## src/rtl/mux_rr_arbiter_pkg.sv

```systemverilog
// Shared types and sizing for the round-robin mux arbiter.
package mux_rr_arbiter_pkg;

  localparam int N_SRC         = 32;
  localparam int SEL_W         = 6;
  localparam int PTR_W         = 5;
  localparam int CNT_W         = 4;
  localparam int MAX_BURST_DEF = 4;

  typedef enum logic {
    IDLE   = 1'b0,
    ACTIVE = 1'b1
  } state_e;

endpackage

```

## src/rtl/mux_rr_arbiter_rr_pick.sv

```systemverilog
// Rotating priority encoder.
// The first set request at or after ptr wins, wrapping from 31 back to 0.
module rr_pick
  import mux_rr_arbiter_pkg::*;
(
  input  logic [N_SRC-1:0] req,
  input  logic [PTR_W-1:0] ptr,
  output logic             any,
  output logic [PTR_W-1:0] winner
);

  logic [2*N_SRC-1:0] dbl_s;
  logic [N_SRC-1:0]   rot_s;
  logic [PTR_W-1:0]   idx_s;

  // Rotate the request vector right by ptr.
  // Find the lowest set bit, then undo the rotation.
  always_comb begin
    dbl_s = {req, req} >> ptr;
    rot_s = dbl_s[N_SRC-1:0];
    idx_s = '0;
    for (int i = N_SRC - 1; i >= 0; i--) begin
      if (rot_s[i]) begin
        idx_s = PTR_W'(i);
      end else begin
        idx_s = idx_s;
      end
    end
    any    = |req;
    winner = idx_s + ptr;
  end

endmodule

```

## src/rtl/mux_rr_arbiter.sv

```systemverilog
// Round-robin arbiter driving the select of a 32-input mux.
// It grants bursts of up to MAX_BURST accepted beats per owner.
// One dead IDLE cycle separates consecutive bursts.
module mux_rr_arbiter
  import mux_rr_arbiter_pkg::*;
#(
  parameter int MAX_BURST = MAX_BURST_DEF
) (
  input  logic             clk,
  input  logic             rst,
  input  logic [N_SRC-1:0] req,
  input  logic             out_ready,
  output logic [SEL_W-1:0] select,
  output logic [N_SRC-1:0] grant,
  output logic             out_valid,
  output logic             busy
);

  localparam logic [CNT_W-1:0] MAX_BURST_C = CNT_W'(MAX_BURST);
  localparam logic [N_SRC-1:0] ONE_HOT0    = {{(N_SRC-1){1'b0}}, 1'b1};

  state_e           state_q;
  logic [SEL_W-1:0] select_q;
  logic [N_SRC-1:0] grant_q;
  logic             out_valid_q;
  logic             busy_q;
  logic [PTR_W-1:0] ptr_q;
  logic [CNT_W-1:0] beat_cnt_q;

  logic             pick_any_s;
  logic [PTR_W-1:0] pick_winner_s;
  logic [PTR_W-1:0] owner_s;
  logic             beat_acc_s;
  logic             burst_end_s;

  rr_pick u_rr_pick (
    .req    (req),
    .ptr    (ptr_q),
    .any    (pick_any_s),
    .winner (pick_winner_s)
  );

  // While ACTIVE, select holds the current owner.
  // Derive beat acceptance and the end-of-burst condition from it.
  always_comb begin
    owner_s     = select_q[PTR_W-1:0];
    beat_acc_s  = out_valid_q & out_ready;
    burst_end_s = beat_acc_s &
                  (((beat_cnt_q + 4'd1) == MAX_BURST_C) | ~req[owner_s]);
  end

  // Arbitration FSM with registered select, grant and handshake outputs.
  always_ff @(posedge clk) begin
    if (rst) begin
      state_q     <= IDLE;
      select_q    <= '0;
      grant_q     <= '0;
      out_valid_q <= 1'b0;
      busy_q      <= 1'b0;
      ptr_q       <= '0;
      beat_cnt_q  <= '0;
    end else begin
      case (state_q)
        IDLE: begin
          if (pick_any_s) begin
            select_q    <= {1'b0, pick_winner_s};
            grant_q     <= ONE_HOT0 << pick_winner_s;
            out_valid_q <= 1'b1;
            busy_q      <= 1'b1;
            beat_cnt_q  <= '0;
            state_q     <= ACTIVE;
          end else begin
            grant_q     <= '0;
            out_valid_q <= 1'b0;
            busy_q      <= 1'b0;
          end
        end
        ACTIVE: begin
          if (burst_end_s) begin
            beat_cnt_q  <= beat_cnt_q + 4'd1;
            ptr_q       <= owner_s + 5'd1;
            grant_q     <= '0;
            out_valid_q <= 1'b0;
            busy_q      <= 1'b0;
            state_q     <= IDLE;
          end else if (beat_acc_s) begin
            beat_cnt_q  <= beat_cnt_q + 4'd1;
          end else begin
            beat_cnt_q  <= beat_cnt_q;
          end
        end
        default: begin
          state_q     <= IDLE;
          grant_q     <= '0;
          out_valid_q <= 1'b0;
          busy_q      <= 1'b0;
        end
      endcase
    end
  end

  assign select    = select_q;
  assign grant     = grant_q;
  assign out_valid = out_valid_q;
  assign busy      = busy_q;

endmodule
```

## config.mk

```make
export PLATFORM = sky130hd
export DESIGN_NAME = mux_rr_arbiter
export DESIGN_NICKNAME = d
export VERILOG_FILES = /design/src/rtl/mux_rr_arbiter_pkg.sv /design/src/rtl/mux_rr_arbiter_rr_pick.sv /design/src/rtl/mux_rr_arbiter.sv
export SDC_FILE = /design/constraint.sdc
export NUM_CORES = 1
export LEC_CHECK = 0
export ABC_CLOCK_PERIOD_IN_PS = 7400
export CORE_ASPECT_RATIO = 2
export CORE_UTILIZATION = 55
export DETAILED_ROUTE_END_ITERATION = 6
export GPL_TIMING_DRIVEN = 0
export PLACE_DENSITY = 0.81
export SYNTH_ARGS = -nofsm -noshare
export SYNTH_HDL_FRONTEND = slang
export SYNTH_SLANG_ARGS = --single-unit
```

## constraint.sdc

```tcl
create_clock -name clk -period 7.4 [get_ports clk]
set_input_delay 1.48 -clock clk [delete_from_list [all_inputs] [get_ports clk]]
set_output_delay 1.48 -clock clk [all_outputs]
set_load 0.05 [all_outputs]
```

### Yosys cells after proc, flatten, opt, wreduce, memory -nomap -nowiden

Index checks and enable logic that the tools add are counted.
W data, S select, Z words.

| word-level totals | value |
|---|---|
| bits in registers | 48 |
| input port bits | 35 |
| output and inout port bits | 40 |
| logic and storage cells | 71 |

| operators by class | value |
|---|---|
| add/sub/neg operators | 3 |
| magnitude comparators | 1 |
| equal/unequal tests | 4 |
| shift-type cells | 2 |
| multiplexer cells | 46 |
| bitwise logic cells | 5 |
| reduce and logical (&&, ||, !) cells | 4 |

Operators by type and width:

| operator | count |
|---|---|
| $mux W5 | 32 |
| $mux W32 | 2 |
| $pmux W32 S2 | 1 |
| $shr A64 B5 Y32 | 1 |
| $reduce_or A32 Y1 | 1 |
| $shl A1 B5 Y32 const A | 1 |
| $mux W4 | 3 |
| $pmux W4 S2 | 1 |
| $lt A5 B6 Y1 const B | 1 |
| $reduce_and A2 Y1 | 3 |
| $add A5 B1 Y5 const B | 1 |
| $add A5 B5 Y5 | 1 |
| $bmux W1 S5 | 1 |
| $add A4 B1 Y4 const B | 1 |
| $eq A4 B3 Y1 const B | 1 |
| $mux W1 | 4 |
| $pmux W1 S2 | 2 |
| $ne A3 B1 Y1 const B | 1 |
| $and A1 B1 Y1 | 2 |
| $ne A2 B1 Y1 const B | 1 |
| $ne A2 B2 Y1 const B | 1 |
| $not A1 Y1 | 2 |
| $or A1 B1 Y1 | 1 |

### Depth between registers and ports, before layout

| depth | value |
|---|---|
| word-level depth | 37 |
| gate-level depth with buffers | 22 |
| mapped depth without buffers | 17 |

### Modules after synthesis

A second synthesis with hierarchy kept.

| unflattened totals | value |
|---|---|
| cell total of the unflattened synthesis | 644 |
| area, all modules | 6408.6 µm² |

Modules (own cells, without submodules):

| module | times used | cells an instance | area an instance (µm²) |
|---|---|---|---|
| rr_pick | 1 | 365 | 3917.5 |
| mux_rr_arbiter | 1 | 279 | 2491.1 |

### Worst setup path after synthesis

OpenSTA, ideal clock, no wires.

| path | value |
|---|---|
| path type | input to register |
| start | in req[29] |
| end | reg grant_q[24], in the netlist grant[24] |
| arrival | 5.257 ns |
| required time | 7.283 ns |
| path slack | 2.026 ns |
| stages on the path | 17 |
| buffers on the path | 1 |
| cell sequence | mux4_2 -> mux4_2 -> mux2_2 -> o21ai_0 -> a31oi_1 -> a221o_1 -> o221ai_1 -> ha_1 -> inv_1 -> fa_1 -> inv_1 -> a21o_1 -> a21oi_1 -> xnor2_1 -> xor2_2 -> buf_6 -> a32o_1 |

| on the way | value |
|---|---|
| longest elaborated chain between the ends | 37 |
| elaborated cells on any way between the ends | 44 |
| classes of those cells | add/sub: 1; eq/ne: 1; shift: 2; mux: 36; bitwise: 3; reduce/logical: 1 |

RTL lines:

| item | RTL line | text |
|---|---|---|
| start, declared | mux_rr_arbiter.sv:11 | `input logic [N_SRC-1:0] req,` |
| $shr A64 B5 Y32 | mux_rr_arbiter_rr_pick.sv:19 | `dbl_s = {req, req} >> ptr;` |
| $mux W5 (32 in series) | mux_rr_arbiter_rr_pick.sv:23 | `if (rot_s[i]) begin` |
| $add A5 B5 Y5 | mux_rr_arbiter_rr_pick.sv:30 | `winner = idx_s + ptr;` |
| $shl A1 B5 Y32 | mux_rr_arbiter.sv:67 | `grant_q <= ONE_HOT0 << pick_winner_s;` |
| $mux W32 | mux_rr_arbiter.sv:65 | `if (pick_any_s) begin` |
| $pmux W32 S2 | mux_rr_arbiter.sv:63 | `case (state_q)` |
| end signal, assigned | mux_rr_arbiter.sv:67 |  |
| end, declared | mux_rr_arbiter.sv:24 | `logic [N_SRC-1:0] grant_q;` |

Several ways; a longest one is shown, not always the timed one. The select of a mux whose other input is x is not followed.
A chain may end at the register's enable or synchronous reset.

### Worst setup path after layout

| path | value |
|---|---|
| start | in req[24] |
| end | reg grant_q[9], in the netlist grant[9] |

The elaborated chain is that of the path after synthesis.

==> flow_summary_export.csv <==
group,metric,value,unit
synthesis,synth_top_cell_by_area,"mux4_2",
hold_path,hold_depth,1,
synthesis,seq_area_frac_synth,17.72,%
clocking,hold_buffers,0,
finish,final_area,6457,sq um
status,status,"completed",
clocking,cts_sinks,48,
placement,dpl.cell_count,722,
synthesis,yosys-top-cells-area,"mux4_2, dfxtp_1, a32o_1",
worst_setup_path,cp_max_fo,8,
placement,io_buffers,73,
hold_path,hold_class,"reg2reg",
finish,fin_cells,729,
synthesis,synth_edf_count,0,
drt,wl_per_cell,30.56,um
worst_setup_path,critPathLaunchType,"input port",
worst_setup_path,rr_startpoint,"ptr_q[4]$_SDFFE_PP0P_",
clocking,cts_root_buffer,"clkbuf_16",
clocking,clk_pin_slew,0.06,ns
clocking,cts_setup_buffers,0,
timing,fmax,141.4,MHz
synthesis,synth-main-ff-cell,"dfxtp_1",
finish,seqCellArea,960.9,sq um
global_route,grt_pass1_vias,5732,
synthesis,ys_ff_latch,48,
finish,layout-drive-gt1-share,21.94,%
worst_setup_path,arrival,7.30,ns
die,die_x,72.22,um
clocking,cts_buffers,5,
timing,min_period_over_period,95.58,%
finish,fin_nets,640,
worst_setup_path,critPathLaunch,"req[24]",
timing,final_hold_viol_count,0,
clocking,cts_resized,0,
drt,drt_wl_total,22280,um
clocking,cts_buffer_depth,2,
synthesis,synthCells,517,
finish,multi_input_comb_area,4198,sq um
synthesis,syn_area,5424,sq um
synthesis,synth.distinct_cells,71,
pwr,leakage,2.123,nW
placement,place_area,6320,sq um
die,rows,51,
synthesis,yosys_warnings,0,
die,pin_count,75,
worst_setup_path,crit_type,"in2reg",
timing,fin_skew,0.006615,ns
synthesis,synth_top_cell_area_share,28.24,%
job,drv_cap,0,
global_route,grt_usage,44.96,%
global_route,grt_pass1_wl,33380,um
pwr,irDropWorstVdd,327.3,uV
worst_setup_path,cp-end-kind,"register",
drt,num_vias,5499,
timing,relSlewSlack,20.04,%
drt,drc_errors,0,
die,core-area,9635,sq um
drt,postRouteAntennaNets,0,
placement,place_congestion,1.110,
finish,antennaDiodeCount,0,
die,die_area,10290,sq um
worst_setup_path,required,7.63,ns
finish,nFillCells,742,
timing,setup_tns,0,ns
die,die_h,142.4,um
finish,postLayoutCoreUtil,67.02,%
worst_setup_path,reg2reg_depth,17,
global_route,antenna_found_initial,0,
drt,firstDrtPassIters,6,
pwr,power_density,136.7,nW/um^2
synthesis,syn_avg_cell_area,10.49,sq um
timing,worst_pin_slew,1.190,ns
drt,drt_iter0_markers,539,
clocking,cts_tree,"built",
clocking,htree_levels,2,
placement,dp_hpwl,17010,um
synthesis,synth-async-reset-ratio,0,%
synthesis,synth_nets,560,
timing,slew_viol_final,0,
drt,vias_per_cell,7.543,
global_route,gr-total-overflow,0,
global_route,grt_max_degree,15,
die,start_util,56.29,%
timing,rsz0062_at_grt,"false",
finish,area_growth,19.05,%
timing,period_needed,7.073,ns
hold_path,hp-start,"grant[23]$_SDFFE_PP0P_",
timing,setup_viol,0,
clocking,clkLatencyLatePin,0.30,ns
stage by stage:
stage	hold slack, ns	power (W)	setup slack, ns
finish	0.4686	0.0008825	0.3269
global route	0.4909	0.0009047	0.3844
CTS	0.4735	0.0008626	0.8487
detailed placement	0.4583	0.0006445	0.5566
global placement	0.4467	0.0006365	0.6120
floorplan	0.4697	0.0005188	2.026
synthesized netlist by cell type (all sizes together) (6+ instances only):
master  instances
o21ai           9
mux2           31
a221oi         12
and2           10
nor2           41
a22oi           9
a21oi          18
mux2i          30
nand3          12
buf            27
inv             8
nor2b           7
mux4           68
ha              7
a211oi         10
a32o           32
xor2            6
nand2          32
nor4            9
dfxtp          48
nor3            6
clkbuf         14
sequential cells by signal, summed over array words and instances (netlist names):
| name | flops |
|---|---|
| busy | 1 |
| beat_cnt_q | 4 |
| ptr_q | 5 |
| grant | 32 |
| select | 5 |
| state_q | 1 |
final timing paths:
check | endpoint | slack, ns
max | grant[9]$_SDFFE_PP0P_ | 0.33
min | grant[23]$_SDFFE_PP0P_ | 0.47
max reg2reg | grant[9]$_SDFFE_PP0P_ | 0.79
min reg2reg | grant[23]$_SDFFE_PP0P_ | 0.47
layout by cell type (no fill, tap or decap), types with 3 or more instances in the layout:
master,instances
clkbuf_16,5
buf_4,4
o22ai_1,3
nor4_1,8
a211oi_1,9
nand3_1,12
a221oi_1,9
inv_1,7
ha_1,7
o21ai_0,8
a211o_1,4
mux2_1,6
nor2b_1,7
buf_1,12
dfxtp_1,48
mux2i_1,30
a22oi_1,9
mux4_2,68
buf_2,4
and2_1,9
nand2b_1,5
o21bai_1,3
a221oi_2,3
a31oi_1,3
clkbuf_1,14
o211ai_1,4
nand2_1,32
xnor2_1,4
xor2_1,5
nor3b_1,3
clkdlybuf4s50_1,73
nor3_1,6
nand4_1,4
nor2_1,41
a21oi_1,18
buf_6,6
a32o_1,32
mux2_2,25
o21a_1,3
layer usage:
layer / vias to the layer above / GRT usage, % / routed length, um
met5: - / 0 / 0
met4: 0 / 42.83 / 2521
li1: 2290 / - / -
met2: 424 / 78.16 / 11420
met3: 163 / 13.95 / 2094
met1: 2622 / 38.90 / 6246
critical path: stages:
cell             delay, ns
clkdlybuf4s50_1       0.67
mux4_2                0.61
mux4_2                0.52
mux2i_1               0.64
nand2_1               0.12
nor3_1                0.28
o31ai_1               0.12
o221ai_1              0.53
ha_1                  0.31
inv_1                 0.07
fa_1                  0.42
xnor2_1               0.24
or3_1                 0.44
nor2_1                0.57
a32o_1                0.28
logic make-up after synthesis:
group	share of synthesized area [%]
AOI/OAI and AO/OA	20.18
muxes	40.21
adders and majority gates	1.984
other	0.06914
buffers and inverters	4.890
xor gates and xnor gates	2.053
and+or+nand+nor	12.89
DFF	17.72
final cells by class:
cell class,instances,area share (%)
timing repair buffer,73,11.32
inverter,8,0.4650
sequential,48,14.88
buffer,41,3.643
tap,132,2.558
clock buffer,5,1.938
multi-input combinational,420,65.01
clock inverter,2,0.1938
where the power goes:
group          internal (W)  switching [W]
clock              0.000123      0.0000988
combinational      0.000154       0.000234
sequential         0.000266     0.00000743
total              0.000543       0.000340
No activity file was read; power rests on OpenSTA's default activity.
